`config.mk`:
```
export PLATFORM = sky130hd
export DESIGN_NAME = teller_call_dispatcher
export DESIGN_NICKNAME = d
export VERILOG_FILES = /design/src/rtl/teller_call_dispatcher_pkg.sv /design/src/rtl/teller_call_dispatcher_rr_arbiter.sv /design/src/rtl/teller_call_dispatcher.sv
export SDC_FILE = /design/constraint.sdc
export NUM_CORES = 1
export LEC_CHECK = 0
export CAP_MARGIN = 30
export CORE_MARGIN = 10
export CORE_UTILIZATION = 62
export DETAILED_ROUTE_END_ITERATION = 7
export PLACE_DENSITY = 0.91
export SETUP_SLACK_MARGIN = 0.4
export SYNTH_ARGS = -nofsm -noshare
export SYNTH_HDL_FRONTEND = slang
export SYNTH_SLANG_ARGS = --single-unit
export TNS_END_PERCENT = 30
```
`constraint.sdc`:
```
create_clock -name clk -period 6.1 [get_ports clk]
set_input_delay 0.915 -clock clk [delete_from_list [all_inputs] [get_ports clk]]
set_output_delay 0.915 -clock clk [all_outputs]
set_load 0.005 [all_outputs]
```
`src/rtl/teller_call_dispatcher_pkg.sv`:
```
// Shared definitions for the teller call dispatcher: FSM states and common widths.
package teller_call_dispatcher_pkg;

  typedef enum logic [1:0] {
    ST_IDLE,
    ST_GRANT,
    ST_HOLD
  } disp_state_e;

  localparam int unsigned TICKET_MAX_DEF = 99;
  localparam int unsigned TELLER_IDX_W   = 2;

endpackage

```
`src/rtl/teller_call_dispatcher_rr_arbiter.sv`:
```
// Combinational round-robin arbiter: first set request at/after ptr, wrapping.
module teller_call_dispatcher_rr_arbiter
  import teller_call_dispatcher_pkg::*;
#(
  parameter int unsigned N_REQ = 3
) (
  input  logic [N_REQ-1:0]        req,
  input  logic [TELLER_IDX_W-1:0] ptr,
  output logic [N_REQ-1:0]        grant,
  output logic [TELLER_IDX_W-1:0] idx
);

  int unsigned             pos;
  logic [TELLER_IDX_W-1:0] pos_idx;
  logic                    found;

  // Scan requests starting at the pointer and take the first one found.
  always_comb begin
    grant   = '0;
    idx     = '0;
    found   = 1'b0;
    pos     = 0;
    pos_idx = '0;
    for (int unsigned i = 0; i < N_REQ; i++) begin
      pos     = (32'(ptr) + i) % N_REQ;
      pos_idx = TELLER_IDX_W'(pos);
      if (!found && req[pos_idx]) begin
        found          = 1'b1;
        grant[pos_idx] = 1'b1;
        idx            = pos_idx;
      end
    end
  end

endmodule

```
`src/rtl/teller_call_dispatcher.sv`:
```
// Teller call dispatcher: latches teller "next" requests, grants them round-robin,
// pulses the person-counter decrement and holds an announce window per call.
module teller_call_dispatcher
  import teller_call_dispatcher_pkg::*;
#(
  parameter int unsigned N_TELLERS   = 3,
  parameter int unsigned CNT_W       = 4,
  parameter int unsigned TICKET_W    = 7,
  parameter int unsigned TICKET_MAX  = TICKET_MAX_DEF,
  parameter int unsigned HOLD_CYCLES = 50_000_000
) (
  input  logic                 clk,
  input  logic                 reset,
  input  logic [N_TELLERS-1:0] next_req,
  input  logic [CNT_W-1:0]     queue_count,
  output logic                 call_dec,
  output logic [1:0]           called_teller,
  output logic [TICKET_W-1:0]  ticket_no,
  output logic                 call_active,
  output logic [N_TELLERS-1:0] pending
);

  localparam int unsigned       TIMER_W    = (HOLD_CYCLES > 1) ? $clog2(HOLD_CYCLES) : 1;
  localparam logic [TIMER_W-1:0] TIMER_LOAD = TIMER_W'(HOLD_CYCLES - 1);

  disp_state_e state, state_nxt;

  logic [N_TELLERS-1:0]    sync1, sync2, sync3;
  logic [N_TELLERS-1:0]    edges;
  logic [N_TELLERS-1:0]    gnt_onehot;
  logic [N_TELLERS-1:0]    gnt_clr;
  logic [TELLER_IDX_W-1:0] gnt_idx;
  logic [TELLER_IDX_W-1:0] rr_ptr;
  logic [TIMER_W-1:0]      timer;

  assign edges   = sync2 & ~sync3;
  assign gnt_clr = (state == ST_GRANT) ? gnt_onehot : '0;

  teller_call_dispatcher_rr_arbiter #(
    .N_REQ (N_TELLERS)
  ) u_arb (
    .req   (pending),
    .ptr   (rr_ptr),
    .grant (gnt_onehot),
    .idx   (gnt_idx)
  );

  // Next-state logic: grant only from IDLE with work pending and people waiting.
  always_comb begin
    state_nxt = state;
    case (state)
      ST_IDLE:  if ((pending != '0) && (queue_count != '0)) state_nxt = ST_GRANT;
      ST_GRANT: state_nxt = ST_HOLD;
      ST_HOLD:  if (timer == '0) state_nxt = ST_IDLE;
      default:  state_nxt = ST_IDLE;
    endcase
  end

  // State register plus output flags registered from the next state.
  always_ff @(posedge clk or negedge reset) begin
    if (!reset) begin
      state       <= ST_IDLE;
      call_dec    <= 1'b0;
      call_active <= 1'b0;
    end else begin
      state       <= state_nxt;
      call_dec    <= (state_nxt == ST_GRANT);
      call_active <= (state_nxt == ST_HOLD);
    end
  end

  // Synchroniser, pending latch (a new edge wins over the grant clear), call bookkeeping.
  always_ff @(posedge clk or negedge reset) begin
    if (!reset) begin
      sync1         <= '0;
      sync2         <= '0;
      sync3         <= '0;
      pending       <= '0;
      called_teller <= '0;
      ticket_no     <= '0;
      rr_ptr        <= '0;
      timer         <= '0;
    end else begin
      sync1   <= next_req;
      sync2   <= sync1;
      sync3   <= sync2;
      pending <= (pending & ~gnt_clr) | edges;
      if (state == ST_GRANT) begin
        called_teller <= gnt_idx + 2'd1;
        ticket_no     <= (ticket_no == TICKET_W'(TICKET_MAX)) ? '0 : ticket_no + TICKET_W'(1);
        rr_ptr        <= (gnt_idx == TELLER_IDX_W'(N_TELLERS - 1)) ? '0 : gnt_idx + 2'd1;
        timer         <= TIMER_LOAD;
      end else if ((state == ST_HOLD) && (timer != '0)) begin
        timer <= timer - TIMER_W'(1);
      end
    end
  end

endmodule

```
# --- After elaboration in Yosys (flattened, before gate mapping) ---
# Cells that the tools add are included.
totals:
  reg_bits: 53
  latchBits: 0
  ram_bits: 0
  rom_bits: 0
  inputBits: 9
  output_inout_bits: 14
  n_memories: 0
op_classes:
  add_sub_neg: 5
  n_mul: 0
  div_mod_pow: 3
  n_lt_le_gt_ge: 6
  n_eq_ne: 6
  shifts: 0
  n_mux: 28
  n_bitwise: 7
  reduce_logical: 15
op_table:
  columns: ["operator", "n"]
  rows:
  - ["remainder unit 32 x 2 -> 32 bit (second input constant)", 2]
  - ["2-to-1 mux 26 bit", 2]
  - ["remainder unit 2 x 2 -> 32 bit (second input constant)", 1]
  - ["zero test 26 bit", 1]
  - ["nonzero test 26 bit", 1]
  - ["subtractor 26 x 1 -> 26 bit (second input constant)", 1]
  - ["2-to-1 mux 2 bit", 6]
  - ["2-to-1 mux 3 bit", 4]
  - ["< comparator 2 x 3 -> 1 bit (second input constant)", 3]
  - ["OR 3 bit", 3]
  - ["2-to-1 mux 1 bit", 8]
  - ["adder 7 x 1 -> 7 bit (second input constant)", 1]
  - ["equality test 7 bit (second input constant)", 1]
  - ["logical AND 1 bit", 7]
  - ["2-to-1 mux 7 bit", 1]
  - ["AND 3 bit", 2]
  - ["binary-select mux 1 bit (select 2 bit)", 3]
  - ["demux 1 bit (select 2 bit)", 3]
  - ["equality test 2 bit (second input constant)", 3]
  - ["greater-or-equal comparator 2 x 1 -> 1 bit (second input constant)", 3]
  - ["inverter 3 bit", 2]
  - ["case mux 2 bit (3 select lines)", 1]
  - ["equality test 2 x 1 -> 1 bit (second input constant)", 2]
  - ["nonzero test 4 bit", 1]
  - ["other kinds (7)", 8]

# --- Logic depth before layout (Yosys ltp) ---
# Gate-level depths: netlist of the first run.
depth:
  depth_word: 14
  ltp_mapped: 10
  mapped_depth_nobuf: 10

# --- Modules after synthesis ---
# From an unflattened synthesis of the first run, not the netlist that was laid out.
hier_totals:
  hier_cells: 337
  hier_area_um2: 3046.7
by_module_without_submodules:
  columns: ["mod", "n_inst", "cells_each", "area_each_um2", "seq_area_each_um2"]
  rows:
  - ["teller_call_dispatcher", 1, 299, 2780.2, 1326.3]
  - ["teller_call_dispatcher_rr_arbiter", 1, 38, 266.5, 0.0]

# --- Least setup slack after synthesis of the first run ---
# OpenSTA, ideal clock, no wires.
synth_path:
  path_type: "reg-to-reg"
  start: "register rr_ptr[0]"
  end: "register pending[0]"
  setup_time_ns: 0.129
  arrival_time_ns: 2.002
  required_ns: 5.971
  path_slack_ns: 3.970
  path_stages_with_launch: 9
  path_cell_list: "dfrtp_1 -> inv_1 -> ha_1 -> clkbuf_1 -> or4b_2 -> nor3_1 -> o21ai_0 -> a31oi_1 -> o22ai_1"
synth_between:
  elab_chain_cells: 14
synth_rtl:
  columns: ["item", "line_no", "text"]
  rows:
  - ["from (decl)", "teller_call_dispatcher.sv:33", "logic [TELLER_IDX_W-1:0] rr_ptr;"]
  - ["from (signal assigned)", "teller_call_dispatcher.sv:91", "rr_ptr <= (gnt_idx == TELLER_IDX_W'(N_TELLERS - 1)) ? '0 : gnt_idx + 2'd1;"]
  - ["adder 2 x 1 -> 3 bit or remainder unit 2 x 2 -> 32 bit (tied branches)", "teller_call_dispatcher_rr_arbiter.sv:25", "pos = (32'(ptr) + i) % N_REQ;"]
  - ["remainder unit 32 x 2 -> 32 bit, or another cell as far along", "teller_call_dispatcher_rr_arbiter.sv:25", null]
  - ["< comparator 2 x 3 -> 1 bit (implied by the code), or another cell as far along", "teller_call_dispatcher_rr_arbiter.sv:29", "grant[pos_idx] = 1'b1;"]
  - ["logical AND 1 bit (implied by the code), or another cell as far along", "teller_call_dispatcher_rr_arbiter.sv:29", null]
  - ["2-to-1 mux 1 bit (implied by the code), or another cell as far along", "teller_call_dispatcher_rr_arbiter.sv:29", null]
  - ["demux 1 bit (select 2 bit), or another cell as far along", null, null]
  - ["OR 3 bit (no source line) or 2-to-1 mux 1 bit (tied branches)", null, null]
  - ["2-to-1 mux 3 bit or zero test 1 bit (tied branches)", "teller_call_dispatcher_rr_arbiter.sv:27", "if (!found && req[pos_idx]) begin"]
  - ["OR 3 bit (no source line) or logical AND 1 bit (tied branches)", null, null]
  - ["2-to-1 mux 3 bit *", "teller_call_dispatcher_rr_arbiter.sv:27", null]
  - ["2-to-1 mux 3 bit *", "teller_call_dispatcher.sv:37", "assign gnt_clr = (state == ST_GRANT) ? gnt_onehot : '0;"]
  - ["inverter 3 bit *", "teller_call_dispatcher.sv:87", "pending <= (pending & ~gnt_clr) | edges;"]
  - ["AND 3 bit *", "teller_call_dispatcher.sv:87", null]
  - ["OR 3 bit *", "teller_call_dispatcher.sv:87", null]
  - ["to (signal assigned)", "teller_call_dispatcher.sv:87", null]
  - ["to (decl)", "teller_call_dispatcher.sv:20", "output logic [N_TELLERS-1:0] pending"]
# Every way passes the cells marked *; elsewhere a longest branch is shown, timed or not. The select of a mux whose other input is x is not followed.
# A chain may end at the register's enable or synchronous reset.

# --- Worst setup path in the final report of the first run ---
layout_path:
  start: "register timer[0]"
  end: "register timer[0]"
layout_between:
  elab_chain_cells: 3
layout_rtl:
  columns: ["item", "line_no", "text"]
  rows:
  - ["from (decl)", "teller_call_dispatcher.sv:34", "logic [TIMER_W-1:0] timer;"]
  - ["from (signal assigned)", "teller_call_dispatcher.sv:94", "timer <= timer - TIMER_W'(1);"]
  - ["subtractor 26 x 1 -> 26 bit or nonzero test 26 bit (tied branches)", "teller_call_dispatcher.sv:94, teller_call_dispatcher.sv:93", null]
  - ["2-to-1 mux 26 bit or logical AND 1 bit (tied branches)", "teller_call_dispatcher.sv:93", "end else if ((state == ST_HOLD) && (timer != '0)) begin"]
  - ["2-to-1 mux 26 bit or nonzero test 2 bit (tied branches)", null, null]
# Several ways; a longest one is shown, not always the timed one. The select of a mux whose other input is x is not followed.

==> results of run 1 <==
## cells by family after synthesis
kind of cell	count (synthesis)	synth area share, %
AO/OA/AOI/OAI	81	19.55
XOR/XNOR	5	1.504
adder cells (fa/ha/maj)	9	3.868
buffers and inverters	31	4.082
flip-flops	53	45.55
multiplexers	6	2.106
AND/OR/NAND/NOR	118	23.33
## power by group
| part | total, mW | switching, mW | internal [mW] |
|---|---|---|---|
| clock network | 0.206 | 0.125 | 0.0817 |
| registers | 0.520 | 0.106 | 0.415 |
| logic | 0.448 | 0.245 | 0.203 |
## Yosys cell counts, types with 4 or more instances
| library cell | instances |
|---|---|
| sky130_fd_sc_hd__o22ai_1 | 5 |
| sky130_fd_sc_hd__a31oi_1 | 5 |
| sky130_fd_sc_hd__clkbuf_1 | 13 |
| sky130_fd_sc_hd__and3_1 | 4 |
| sky130_fd_sc_hd__o31ai_1 | 4 |
| sky130_fd_sc_hd__ha_1 | 9 |
| sky130_fd_sc_hd__inv_1 | 15 |
| sky130_fd_sc_hd__nor4_1 | 5 |
| sky130_fd_sc_hd__a21oi_1 | 9 |
| sky130_fd_sc_hd__nor2_1 | 25 |
| sky130_fd_sc_hd__nor3_1 | 5 |
| sky130_fd_sc_hd__a311oi_1 | 9 |
| sky130_fd_sc_hd__dfrtp_1 | 53 |
| sky130_fd_sc_hd__nand2_1 | 22 |
| sky130_fd_sc_hd__o21ai_0 | 19 |
| sky130_fd_sc_hd__mux2i_1 | 5 |
| sky130_fd_sc_hd__nand2b_1 | 7 |
| sky130_fd_sc_hd__nand4_1 | 8 |
| sky130_fd_sc_hd__nand3_1 | 9 |
## placed cells by master (no fill, tap or decap), drive strengths merged, types with 3 or more instances in the layout
cell / Yosys / layout
o21ai: 20 / 20
nand2: 22 / 22
o22ai: 5 / 5
a311oi: 9 / 9
clkdlybuf4s50: 0 / 21
or4: 5 / 5
o31ai: 4 / 4
inv: 15 / 16
a31oi: 5 / 5
o211ai: 3 / 3
a21oi: 9 / 9
o311a: 3 / 3
nor4: 7 / 7
and2: 3 / 3
a211o: 3 / 3
mux2i: 5 / 5
nand3: 9 / 9
buf: 3 / 4
xnor2: 3 / 3
nand4: 8 / 8
ha: 9 / 9
or3: 3 / 3
and3: 4 / 4
dfrtp: 53 / 53
clkbuf: 13 / 5
nand2b: 7 / 7
a211oi: 3 / 3
nor2b: 3 / 3
nor2: 26 / 26
a221o: 3 / 3
nor3: 6 / 6
## worst min-delay path by stage
stage	from	end	slack, ns	cells past startpoint
floorplan	sync1[0]	sync2[0]	0.33	0
global placement	sync1[1]	sync2[1]	0.33	0
detailed placement	sync1[2]	sync2[2]	0.34	0
CTS	sync1[2]	sync2[2]	0.36	0
global route	sync1[0]	sync2[0]	0.37	0
finish	sync1[2]	sync2[2]	0.35	0
## stage by stage
stage	total power [mW]	std cells	utilization, %	setup WS (ns)
floorplan	0.7965	303	-	3.970
global route	1.260	372	72.89	3.373
finish	1.174	372	72.89	3.478
detailed placement	0.9660	364	70.86	3.557
CTS	1.172	372	72.89	3.535
global placement	0.9463	363	70.75	3.701
## layout make-up
class	count	area (um^2)
Multi-Input combinational cell	219	1466
Sequential cell	53	1326
Fill cell	340	1205
Timing Repair Buffer	25	235.2
Clock buffer	5	68.82
Tap cell	52	65.06
Inverter	15	56.30
Clock inverter	3	21.27
## layer usage
metal  up-vias  share of wire, %
met5         -                 0
met4         0               1.5
met3        11               8.7
met1      1204                44
met2       123                46
li1       1163                 -
## registers in the layout, summed over array words and instances (netlist names)
signal,cells
pending,3
sync2,3
called_teller,2
sync1,3
call_dec,1
ticket_no,7
rr_ptr,2
sync3,3
call_active,1
state,2
timer,26
==> impl_metrics.xml, run 1 <==
<?xml version="1.0" encoding="UTF-8"?>
<metrics>
  <group name="outcome">
    <metric name="outcome" unit="">finished clean</metric>
  </group>
  <group name="worst_hold_path">
    <metric name="hold_path_class" unit="">reg -&gt; reg</metric>
  </group>
  <group name="clocking">
    <metric name="tritoncts.num_buffers" unit="">5</metric>
    <metric name="cts_hold_buffers" unit="">0</metric>
    <metric name="clock_tree.root_cell" unit="">sky130_fd_sc_hd__clkbuf_8</metric>
    <metric name="cts_setup_buffers" unit="">0</metric>
    <metric name="worstSkewPairLatency" unit="ns">0.32</metric>
    <metric name="ctsResizeCount" unit="">0</metric>
    <metric name="max-clock-path-buffers" unit="">2</metric>
    <metric name="h-tree-depth" unit="">2</metric>
    <metric name="total_clock_sinks" unit="">53</metric>
    <metric name="clk_pin_slew_worst_paths" unit="ns">0.10</metric>
    <metric name="tritoncts" unit="">built</metric>
  </group>
  <group name="synth">
    <metric name="synth.ff_latch_count" unit="">53</metric>
    <metric name="synth.top_cells.by_area" unit="">sky130_fd_sc_hd__dfrtp_1 (46%), sky130_fd_sc_hd__ha_1 (3.9%), sky130_fd_sc_hd__o21ai_0 (3.3%)</metric>
    <metric name="synth_largest_type_area_fraction" unit="%">45.55</metric>
    <metric name="synth_top_flop_cell" unit="">sky130_fd_sc_hd__dfrtp_1</metric>
    <metric name="yosysWarnings" unit="">0</metric>
    <metric name="async_reset_ff_share" unit="%">100.0</metric>
    <metric name="synth_fp_nets" unit="">321</metric>
    <metric name="synthDominantAreaCellType" unit="">sky130_fd_sc_hd__dfrtp_1</metric>
    <metric name="ys_types" unit="">61</metric>
    <metric name="synth_enable_flop_cells" unit="">0</metric>
    <metric name="syn_area_per_cell" unit="um^2">9.609</metric>
    <metric name="netlist_area_pre_place" unit="mm^2">0.002912</metric>
    <metric name="synth.yosys.seq_area_share" unit="%">45.55</metric>
    <metric name="number_of_instances_in_the_synthesized_netlist" unit="">303</metric>
  </group>
  <group name="timing">
    <metric name="whs" unit="ns">0.3487</metric>
    <metric name="finalHoldViolCount" unit="">0</metric>
    <metric name="setup_total_negative_slack" unit="ns">0</metric>
    <metric name="timing.final.crit_share" unit="%">42.98</metric>
    <metric name="period_needed" unit="ns">2.622</metric>
    <metric name="worst_relative_slew_slack" unit="%">48.96</metric>
    <metric name="finClkSkew" unit="ns">0.01005</metric>
    <metric name="fmaxAchievable" unit="MHz">381.4</metric>
    <metric name="setup_viol_count_final" unit="">0</metric>
    <metric name="finalMaxSlewViolations" unit="">0</metric>
    <metric name="grt_setup_unrepaired" unit="">false</metric>
    <metric name="timing_worst_slew_pin_value" unit="ns">0.7640</metric>
  </group>
  <group name="grt">
    <metric name="gr_peak_layer" unit="">met2</metric>
    <metric name="number_of_global_route_vias_before_repair" unit="">2270</metric>
    <metric name="globalRouteMet2Util" unit="%">25.99</metric>
    <metric name="number_of_antenna_violations_at_the_first_check_in_global_routing" unit="">0</metric>
    <metric name="grt_util_all_layers" unit="%">17.55</metric>
    <metric name="gr-usage-met3" unit="%">4.871</metric>
    <metric name="grt_start_max_net_pins" unit="">54</metric>
    <metric name="grt_remaining_overflow" unit="">0</metric>
    <metric name="wire_length_of_the_first_global_routing_pass" unit="mm">11.05</metric>
    <metric name="gr-usage-met1" unit="%">24.11</metric>
  </group>
  <group name="floorplanning">
    <metric name="ios" unit="">23</metric>
    <metric name="placement_rows" unit="">24</metric>
    <metric name="core_area" unit="mm^2">0.004444</metric>
    <metric name="floorplan.die.height" unit="um">88.53</metric>
    <metric name="die_area" unit="mm^2">0.007837</metric>
    <metric name="die-width" unit="um">88.53</metric>
    <metric name="starting_density_of_the_core" unit="%">65.51</metric>
  </group>
  <group name="worst_setup_path">
    <metric name="path_buf_inv" unit="">1</metric>
    <metric name="worst-r2r-cell-count" unit="">7</metric>
    <metric name="critical_path_cell_count" unit="">7</metric>
    <metric name="crit-reg2reg-capture" unit="">timer[0]</metric>
    <metric name="cell_family_with_most_cp_delay" unit="">simple AND/OR/NAND/NOR gates</metric>
    <metric name="critical_path.max_fanout" unit="">12</metric>
    <metric name="crit_start" unit="">timer[0]</metric>
    <metric name="worstPathCellList" unit="">inv_1 -&gt; ha_1 -&gt; nor4b_1 -&gt; and2_1 -&gt; nand3_1 -&gt; or3_1 -&gt; o311a_1</metric>
    <metric name="worst-endpoint-arrival" unit="ns">2.83</metric>
    <metric name="cp_max_delay_cell" unit="">sky130_fd_sc_hd__nor4b_1</metric>
    <metric name="end_kind" unit="">register</metric>
    <metric name="worstReg2RegStart" unit="">timer[0]</metric>
    <metric name="worst_setup_path_endpoint" unit="">timer[0]</metric>
    <metric name="timing_worst_setup_path_type" unit="">reg -&gt; reg</metric>
    <metric name="worstSetupStartpointType" unit="">register</metric>
    <metric name="worst-r2r-setup-slack" unit="ns">3.48</metric>
    <metric name="required_time_of_the_critical_path" unit="ns">6.30</metric>
    <metric name="worst_path_largest_cell_delay" unit="ns">0.58</metric>
  </group>
  <group name="cells_and_area">
    <metric name="finish.instance_area" unit="mm^2">0.003239</metric>
    <metric name="antennaDiodeCount" unit="">0</metric>
    <metric name="layout-drive-gt1-share" unit="%">7.187</metric>
    <metric name="synthToLayoutAreaGrowth" unit="%">11.26</metric>
    <metric name="nNetsFinal" unit="">337</metric>
  </group>
  <group name="placed_design">
    <metric name="place_area" unit="mm^2">0.003149</metric>
    <metric name="post-dp-hpwl" unit="mm">4.546</metric>
    <metric name="globalplace.congestion" unit="">0.8756</metric>
    <metric name="place.port_buffers" unit="">22</metric>
  </group>
  <group name="drt">
    <metric name="avgRoutedWirePerCell" unit="um">17.64</metric>
    <metric name="drt_first_pass_iters" unit="">5</metric>
    <metric name="vias" unit="">2501</metric>
    <metric name="initialDrtViolationCount" unit="">338</metric>
    <metric name="drt_wl_total" unit="mm">6.562</metric>
    <metric name="ant_nets" unit="">0</metric>
    <metric name="route.detailed.vias_per_inst" unit="">6.723</metric>
    <metric name="drt_drc_violations_left" unit="">0</metric>
  </group>
  <group name="power">
    <metric name="pwr_density_cell" unit="mW/mm^2">362.4</metric>
    <metric name="peakVddDrop" unit="mV">0.2349</metric>
    <metric name="p_leak" unit="nW">1.252</metric>
  </group>
  <group name="run">
    <metric name="max-cap-violations" unit="">0</metric>
  </group>
</metrics>
No activity file was read; power rests on OpenSTA's default activity.
==> run 2: changes to the inputs <==
Settings changed: CORE_UTILIZATION 62 to 58, PLACE_DENSITY 0.91 to 0.86.
Clock period 6.1 ns to 2.5 ns, I/O delays scaled along.
==> impl_metrics.xml, run 2 (synthesized netlist as in run 1, its figures left out) <==
<?xml version="1.0" encoding="UTF-8"?>
<metrics>
  <group name="worst_hold_path">
    <metric name="hold_path_class" unit="">in -&gt; async</metric>
  </group>
  <group name="power">
    <metric name="internal_power" unit="mW">1.969</metric>
    <metric name="p_leak" unit="nW">1.392</metric>
    <metric name="peakVddDrop" unit="mV">0.6065</metric>
    <metric name="clock_power_share" unit="%">18.5</metric>
    <metric name="swShare" unit="%">39.07</metric>
    <metric name="comb_power_share" unit="%">42.6</metric>
    <metric name="total_power" unit="mW">3.231</metric>
    <metric name="pwr_density_cell" unit="mW/mm^2">913.1</metric>
    <metric name="power.net_switching" unit="mW">1.262</metric>
    <metric name="pwr-share-seq" unit="%">38.9</metric>
  </group>
  <group name="timing">
    <metric name="worst_relative_slew_slack" unit="%">59.12</metric>
    <metric name="finClkSkew" unit="ns">0.005934</metric>
    <metric name="setup_viol_count_final" unit="">0</metric>
    <metric name="fmaxAchievable" unit="MHz">469.4</metric>
    <metric name="timing.final.crit_share" unit="%">85.22</metric>
    <metric name="period_needed" unit="ns">2.130</metric>
    <metric name="setup_total_negative_slack" unit="ns">0</metric>
    <metric name="timing_worst_slew_pin_value" unit="ns">0.6132</metric>
    <metric name="finalHoldViolCount" unit="">0</metric>
    <metric name="grt_setup_unrepaired" unit="">true</metric>
    <metric name="finalMaxSlewViolations" unit="">0</metric>
  </group>
  <group name="clocking">
    <metric name="worstSkewPairLatency" unit="ns">0.31</metric>
    <metric name="clk_pin_slew_worst_paths" unit="ns">0.10</metric>
    <metric name="tritoncts" unit="">built</metric>
    <metric name="max-clock-path-buffers" unit="">2</metric>
    <metric name="h-tree-depth" unit="">2</metric>
    <metric name="cts_hold_buffers" unit="">0</metric>
    <metric name="tritoncts.num_buffers" unit="">5</metric>
    <metric name="clock_tree.root_cell" unit="">sky130_fd_sc_hd__clkbuf_8</metric>
    <metric name="total_clock_sinks" unit="">53</metric>
  </group>
  <group name="floorplanning">
    <metric name="starting_density_of_the_core" unit="%">60.84</metric>
    <metric name="die_area" unit="mm^2">0.008254</metric>
    <metric name="die-width" unit="um">90.85</metric>
    <metric name="core_area" unit="mm^2">0.004786</metric>
    <metric name="ios" unit="">23</metric>
    <metric name="placement_rows" unit="">25</metric>
    <metric name="floorplan.die.height" unit="um">90.85</metric>
  </group>
  <group name="worst_setup_path">
    <metric name="worstSetupStartpointType" unit="">register</metric>
    <metric name="worst-r2r-cell-count" unit="">7</metric>
    <metric name="worst-endpoint-arrival" unit="ns">2.30</metric>
    <metric name="required_time_of_the_critical_path" unit="ns">2.67</metric>
    <metric name="timing_worst_setup_path_type" unit="">reg -&gt; reg</metric>
    <metric name="critical_path.max_fanout" unit="">3</metric>
    <metric name="end_kind" unit="">register</metric>
  </group>
  <group name="grt">
    <metric name="grt_remaining_overflow" unit="">0</metric>
    <metric name="number_of_antenna_violations_at_the_first_check_in_global_routing" unit="">0</metric>
    <metric name="number_of_global_route_vias_before_repair" unit="">2465</metric>
    <metric name="grt_util_all_layers" unit="%">17.30</metric>
    <metric name="grt_start_max_net_pins" unit="">29</metric>
    <metric name="wire_length_of_the_first_global_routing_pass" unit="mm">12.17</metric>
  </group>
  <group name="placed_design">
    <metric name="place_area" unit="mm^2">0.003273</metric>
    <metric name="place.port_buffers" unit="">22</metric>
    <metric name="globalplace.congestion" unit="">0.9644</metric>
    <metric name="dp_cells" unit="">391</metric>
    <metric name="post-dp-hpwl" unit="mm">4.909</metric>
  </group>
  <group name="run">
    <metric name="max-cap-violations" unit="">0</metric>
  </group>
  <group name="outcome">
    <metric name="outcome" unit="">finished clean</metric>
  </group>
  <group name="drt">
    <metric name="initialDrtViolationCount" unit="">275</metric>
    <metric name="drt_wl_total" unit="mm">7.289</metric>
    <metric name="drt_drc_violations_left" unit="">0</metric>
    <metric name="drt_first_pass_iters" unit="">5</metric>
    <metric name="vias" unit="">2658</metric>
    <metric name="ant_nets" unit="">0</metric>
    <metric name="route.detailed.vias_per_inst" unit="">6.531</metric>
    <metric name="avgRoutedWirePerCell" unit="um">17.91</metric>
  </group>
  <group name="cells_and_area">
    <metric name="layout-drive-gt1-share" unit="%">17.06</metric>
    <metric name="layout.cells.most_common_list" unit="">sky130_fd_sc_hd__dfrtp_1 (50), sky130_fd_sc_hd__nor2_1 (25), sky130_fd_sc_hd__nand2_1 (22)</metric>
    <metric name="final_common_cell" unit="">sky130_fd_sc_hd__dfrtp_1</metric>
    <metric name="layout.cells.non_filler" unit="">407</metric>
    <metric name="area.sequential" unit="mm^2">0.001330</metric>
    <metric name="finish.instance_area" unit="mm^2">0.003538</metric>
    <metric name="largest_reg_flops" unit="">26</metric>
    <metric name="synthToLayoutAreaGrowth" unit="%">21.53</metric>
    <metric name="nNetsFinal" unit="">357</metric>
    <metric name="fillCellCount" unit="">329</metric>
    <metric name="biggestRegsByFlops" unit="">timer: 26 flops, ticket_no: 7 flops</metric>
    <metric name="registers.top_by_ff_count" unit="">timer</metric>
    <metric name="layout.core_utilization" unit="%">73.93</metric>
    <metric name="antennaDiodeCount" unit="">0</metric>
    <metric name="multi_input_area" unit="mm^2">0.001549</metric>
  </group>
</metrics>
## run 2: power by group through the flow
| stage | logic [mW] | registers [mW] | clock network [mW] |
|---|---|---|---|
| detailed placement | 1.20 | 1.25 | 0 |
| finish | 1.38 | 1.26 | 0.597 |
| global route | 1.52 | 1.29 | 0.636 |
| floorplan | 0.807 | 1.16 | 0 |
| global placement | 1.15 | 1.24 | 0 |
| CTS | 1.29 | 1.24 | 0.603 |
## run 2: path summary, 6_finish.rpt
path | startpoint | endpoint | slack, ns
max | rr_ptr[1] | pending[1] | 0.37
min | reset | timer[9] | 0.06
max reg2reg | rr_ptr[1] | pending[1] | 0.37
min reg2reg | sync1[0] | sync2[0] | 0.37
max in group asynchronous | reset | timer[14] | 1.88
min in group clk | sync1[0] | sync2[0] | 0.37
## run 2: stage by stage
| stage | hold WS (ns) | worst slack, ns |
|---|---|---|
| 5_1_grt | 0.1108 | 0.2751 |
| 3_3_place_gp | 0.3311 | 0.3383 |
| 2_1_floorplan | 0.07941 | 0.4076 |
| 4_1_cts | 0.08551 | 0.3939 |
| 6_report | 0.06258 | 0.3696 |
| 3_5_place_dp | 0.3497 | 0.2388 |
## run 2: worst max-delay path, cell delays in order (launching register included)
cell and delay (ns):
sky130_fd_sc_hd__dfrtp_2 0.45, sky130_fd_sc_hd__ha_4 0.26, sky130_fd_sc_hd__or4bb_1 0.50, sky130_fd_sc_hd__a21oi_2 0.19
sky130_fd_sc_hd__buf_4 0.14, sky130_fd_sc_hd__a222oi_1 0.09, sky130_fd_sc_hd__o21ai_0 0.21, sky130_fd_sc_hd__o21ai_0 0.16
## run 2: final cells by class
cell class,count,area share [%]
Clock inverter,3,1.308
Inverter,15,1.591
Timing Repair Buffer,45,11.42
Sequential cell,53,37.59
Multi-Input combinational cell,219,43.78
Tap cell,67,2.369
Clock buffer,5,1.945
## run 2: timing repair
| item | in CTS | in global routing |
|---|---|---|
| endpoints found under the hold margin | 0 | 0 |
| setup buffers | 2 | 6 |
| endpoints found under the setup margin | 10 | 27 |
| resized for setup | 10 | 13 |
| pin swaps | 6 | 10 |
## run 2: routing by layer
| layer | vias to the layer above | wire (um) | GRT usage [%] |
|---|---|---|---|
| li1 | 1214 | - | - |
| met1 | 1313 | 3243 | 23.97 |
| met2 | 118 | 3465 | 26.20 |
| met3 | 13 | 489 | 3.658 |
| met4 | 0 | 91 | 5.352 |
| met5 | - | 0 | 0 |
==> run 3: changes to the inputs <==
Settings changed: CORE_ASPECT_RATIO set to 0.5.
Clock period 2.5 ns to 2.1 ns, I/O delays scaled along.
==> impl_metrics.xml, run 3 (synthesized netlist as in run 1, its figures left out) <==
<?xml version="1.0" encoding="UTF-8"?>
<metrics>
  <group name="drt">
    <metric name="initialDrtViolationCount" unit="">214</metric>
    <metric name="avgRoutedWirePerCell" unit="um">21.68</metric>
    <metric name="route.detailed.vias_per_inst" unit="">6.770</metric>
    <metric name="drt_drc_violations_left" unit="">0</metric>
    <metric name="vias" unit="">2938</metric>
    <metric name="drt_wl_total" unit="mm">9.409</metric>
    <metric name="ant_nets" unit="">0</metric>
    <metric name="drt_first_pass_iters" unit="">7</metric>
  </group>
  <group name="placed_design">
    <metric name="globalplace.congestion" unit="">0.8947</metric>
    <metric name="place_area" unit="mm^2">0.003471</metric>
    <metric name="place.port_buffers" unit="">22</metric>
    <metric name="placement.setup.worst_slack" unit="ns">0.02730</metric>
    <metric name="post-dp-hpwl" unit="mm">5.155</metric>
  </group>
  <group name="outcome">
    <metric name="outcome" unit="">finished, violations left</metric>
    <metric name="violations" unit="">negative setup slack</metric>
  </group>
  <group name="timing">
    <metric name="whs" unit="ns">0.3665</metric>
    <metric name="finalMaxSlewViolations" unit="">0</metric>
    <metric name="timing_worst_slew_pin_value" unit="ns">0.4640</metric>
    <metric name="period_needed" unit="ns">2.155</metric>
    <metric name="finClkSkew" unit="ns">0.008811</metric>
    <metric name="finalHoldViolCount" unit="">0</metric>
    <metric name="setup_ws" unit="ns">-0.05528</metric>
    <metric name="grt_setup_unrepaired" unit="">true</metric>
    <metric name="fmaxAchievable" unit="MHz">464.0</metric>
    <metric name="worst_relative_slew_slack" unit="%">69.07</metric>
    <metric name="setup_viol_count_final" unit="">1</metric>
    <metric name="timing.final.crit_share" unit="%">102.6</metric>
  </group>
  <group name="worst_setup_path">
    <metric name="timing_worst_setup_path_type" unit="">reg -&gt; reg</metric>
    <metric name="crit-reg2reg-capture" unit="">rr_ptr[0]</metric>
    <metric name="end_kind" unit="">register</metric>
    <metric name="worstSetupStartpointType" unit="">register</metric>
    <metric name="critical_path.max_fanout" unit="">3</metric>
    <metric name="worst-r2r-cell-count" unit="">9</metric>
    <metric name="worst-r2r-setup-slack" unit="ns">-0.06</metric>
    <metric name="cp_max_delay_cell" unit="">sky130_fd_sc_hd__or4bb_1</metric>
    <metric name="worst-endpoint-arrival" unit="ns">2.35</metric>
    <metric name="worstPathCellList" unit="">inv_2 -&gt; ha_4 -&gt; or4bb_1 -&gt; a21oi_2 -&gt; a22o_1 -&gt; inv_1 -&gt; ha_2 -&gt; nand2_1 -&gt; o21ai_1</metric>
    <metric name="worst_path_largest_cell_delay" unit="ns">0.50</metric>
    <metric name="worstReg2RegStart" unit="">rr_ptr[0]</metric>
    <metric name="required_time_of_the_critical_path" unit="ns">2.30</metric>
  </group>
  <group name="grt">
    <metric name="number_of_global_route_vias_before_repair" unit="">2817</metric>
    <metric name="grt_util_all_layers" unit="%">19.17</metric>
    <metric name="grt_remaining_overflow" unit="">0</metric>
    <metric name="grt_start_max_net_pins" unit="">35</metric>
    <metric name="number_of_antenna_violations_at_the_first_check_in_global_routing" unit="">0</metric>
    <metric name="wire_length_of_the_first_global_routing_pass" unit="mm">13.57</metric>
  </group>
  <group name="clocking">
    <metric name="clock_tree.root_cell" unit="">sky130_fd_sc_hd__clkbuf_8</metric>
    <metric name="tritoncts" unit="">built</metric>
    <metric name="h-tree-depth" unit="">2</metric>
    <metric name="worstSkewPairLatency" unit="ns">0.32</metric>
    <metric name="tritoncts.num_buffers" unit="">5</metric>
    <metric name="total_clock_sinks" unit="">53</metric>
    <metric name="max-clock-path-buffers" unit="">2</metric>
    <metric name="clk_pin_slew_worst_paths" unit="ns">0.09</metric>
  </group>
  <group name="floorplanning">
    <metric name="ios" unit="">23</metric>
    <metric name="starting_density_of_the_core" unit="%">59.58</metric>
    <metric name="placement_rows" unit="">18</metric>
    <metric name="floorplan.die.height" unit="um">70.10</metric>
    <metric name="die_area" unit="mm^2">0.008426</metric>
    <metric name="die-width" unit="um">120.2</metric>
    <metric name="core_area" unit="mm^2">0.004887</metric>
  </group>
  <group name="cells_and_area">
    <metric name="synthToLayoutAreaGrowth" unit="%">39.58</metric>
    <metric name="finish.instance_area" unit="mm^2">0.004064</metric>
    <metric name="largest_reg_flops" unit="">26</metric>
    <metric name="nNetsFinal" unit="">382</metric>
    <metric name="antennaDiodeCount" unit="">0</metric>
    <metric name="registers.top_by_ff_count" unit="">timer</metric>
    <metric name="final_common_cell" unit="">sky130_fd_sc_hd__dfrtp_1</metric>
    <metric name="biggestRegsByFlops" unit="">timer: 26 flops, ticket_no: 7 flops</metric>
    <metric name="layout-drive-gt1-share" unit="%">34.34</metric>
    <metric name="layout.cells.most_common_list" unit="">sky130_fd_sc_hd__dfrtp_1 (46), sky130_fd_sc_hd__buf_4 (36), sky130_fd_sc_hd__nor2_1 (23)</metric>
  </group>
  <group name="worst_hold_path">
    <metric name="worst_hold_path.num_cells" unit="">0</metric>
    <metric name="hold_path.startpoint" unit="">sync1[0]</metric>
    <metric name="hold_path_class" unit="">reg -&gt; reg</metric>
    <metric name="holdPathEnd" unit="">sync2[0]</metric>
  </group>
  <group name="power">
    <metric name="p_leak" unit="nW">1.572</metric>
    <metric name="peakVddDrop" unit="mV">0.9162</metric>
    <metric name="total_power" unit="mW">4.330</metric>
    <metric name="pwr_density_cell" unit="mW/mm^2">1065</metric>
  </group>
  <group name="run">
    <metric name="max-cap-violations" unit="">0</metric>
  </group>
</metrics>
-- run 3: worst max-delay path, delay by kind of cell (launching register included) --
kind,cells,cell delay [ns]
compound gates,3,0.51
flops,1,0.41
fa+ha+maj,2,0.39
simple gates,2,0.56
buf+inv,2,0.17
-- run 3: layer usage --
| metal | wire length, um | up-vias | track usage, % |
|---|---|---|---|
| met5 | 0 | - | 0 |
| met4 | 316 | 0 | 5.984 |
| met3 | 713 | 41 | 4.170 |
| met2 | 4713 | 180 | 33.25 |
| li1 | - | 1259 | - |
| met1 | 3665 | 1458 | 23.25 |
-- run 3: worst max path at each step --
stage	depth (start not counted)	slack (ns)	endpoint	startpoint
CTS	9	0.06	rr_ptr[0]	rr_ptr[0]
floorplan	9	0.18	rr_ptr[0]	rr_ptr[0]
finish	9	-0.06	rr_ptr[0]	rr_ptr[0]
global placement	5	0.1	timer[20]	timer[10]
global route	9	-0.12	rr_ptr[0]	rr_ptr[0]
detailed placement	5	0.03	timer[20]	timer[8]
-- run 3: cell type report --
class                   count  area [um^2]
inverters                  15        60.06
well taps                  70        87.58
repair buffers             70        634.4
flip-flops and latches     53         1335
clock inverters             2        35.03
fillers                   236        823.3
multi-input cells         219         1843
clock buffers               5        68.82
-- run 3: through the flow --
stage | instances | utilization [%] | TNS [ns]
finish | 434 | 83.15 | -0.05528
global route | 434 | 83.15 | -0.2735
CTS | 424 | 76.40 | 0
detailed placement | 406 | 71.02 | 0
global placement | 406 | 71.02 | 0
floorplan | 303 | - | 0
-- run 3: where the power goes --
part	switching (mW)	total [mW]	internal [mW]
logic	1.22	2.19	0.965
registers	0.229	1.44	1.21
clock network	0.354	0.702	0.347
total	1.81	4.33	2.52
-- run 3: what timing repair did --
item / CTS / global route
setup buffers: 10 / 10
cloned: 0 / 0
gates resized for setup: 17 / 61
endpoints found under the hold margin: 19 / 0
pin swaps: 15 / 46
hold buffers: 1 / 0
setup endpoints to repair: 35 / 43
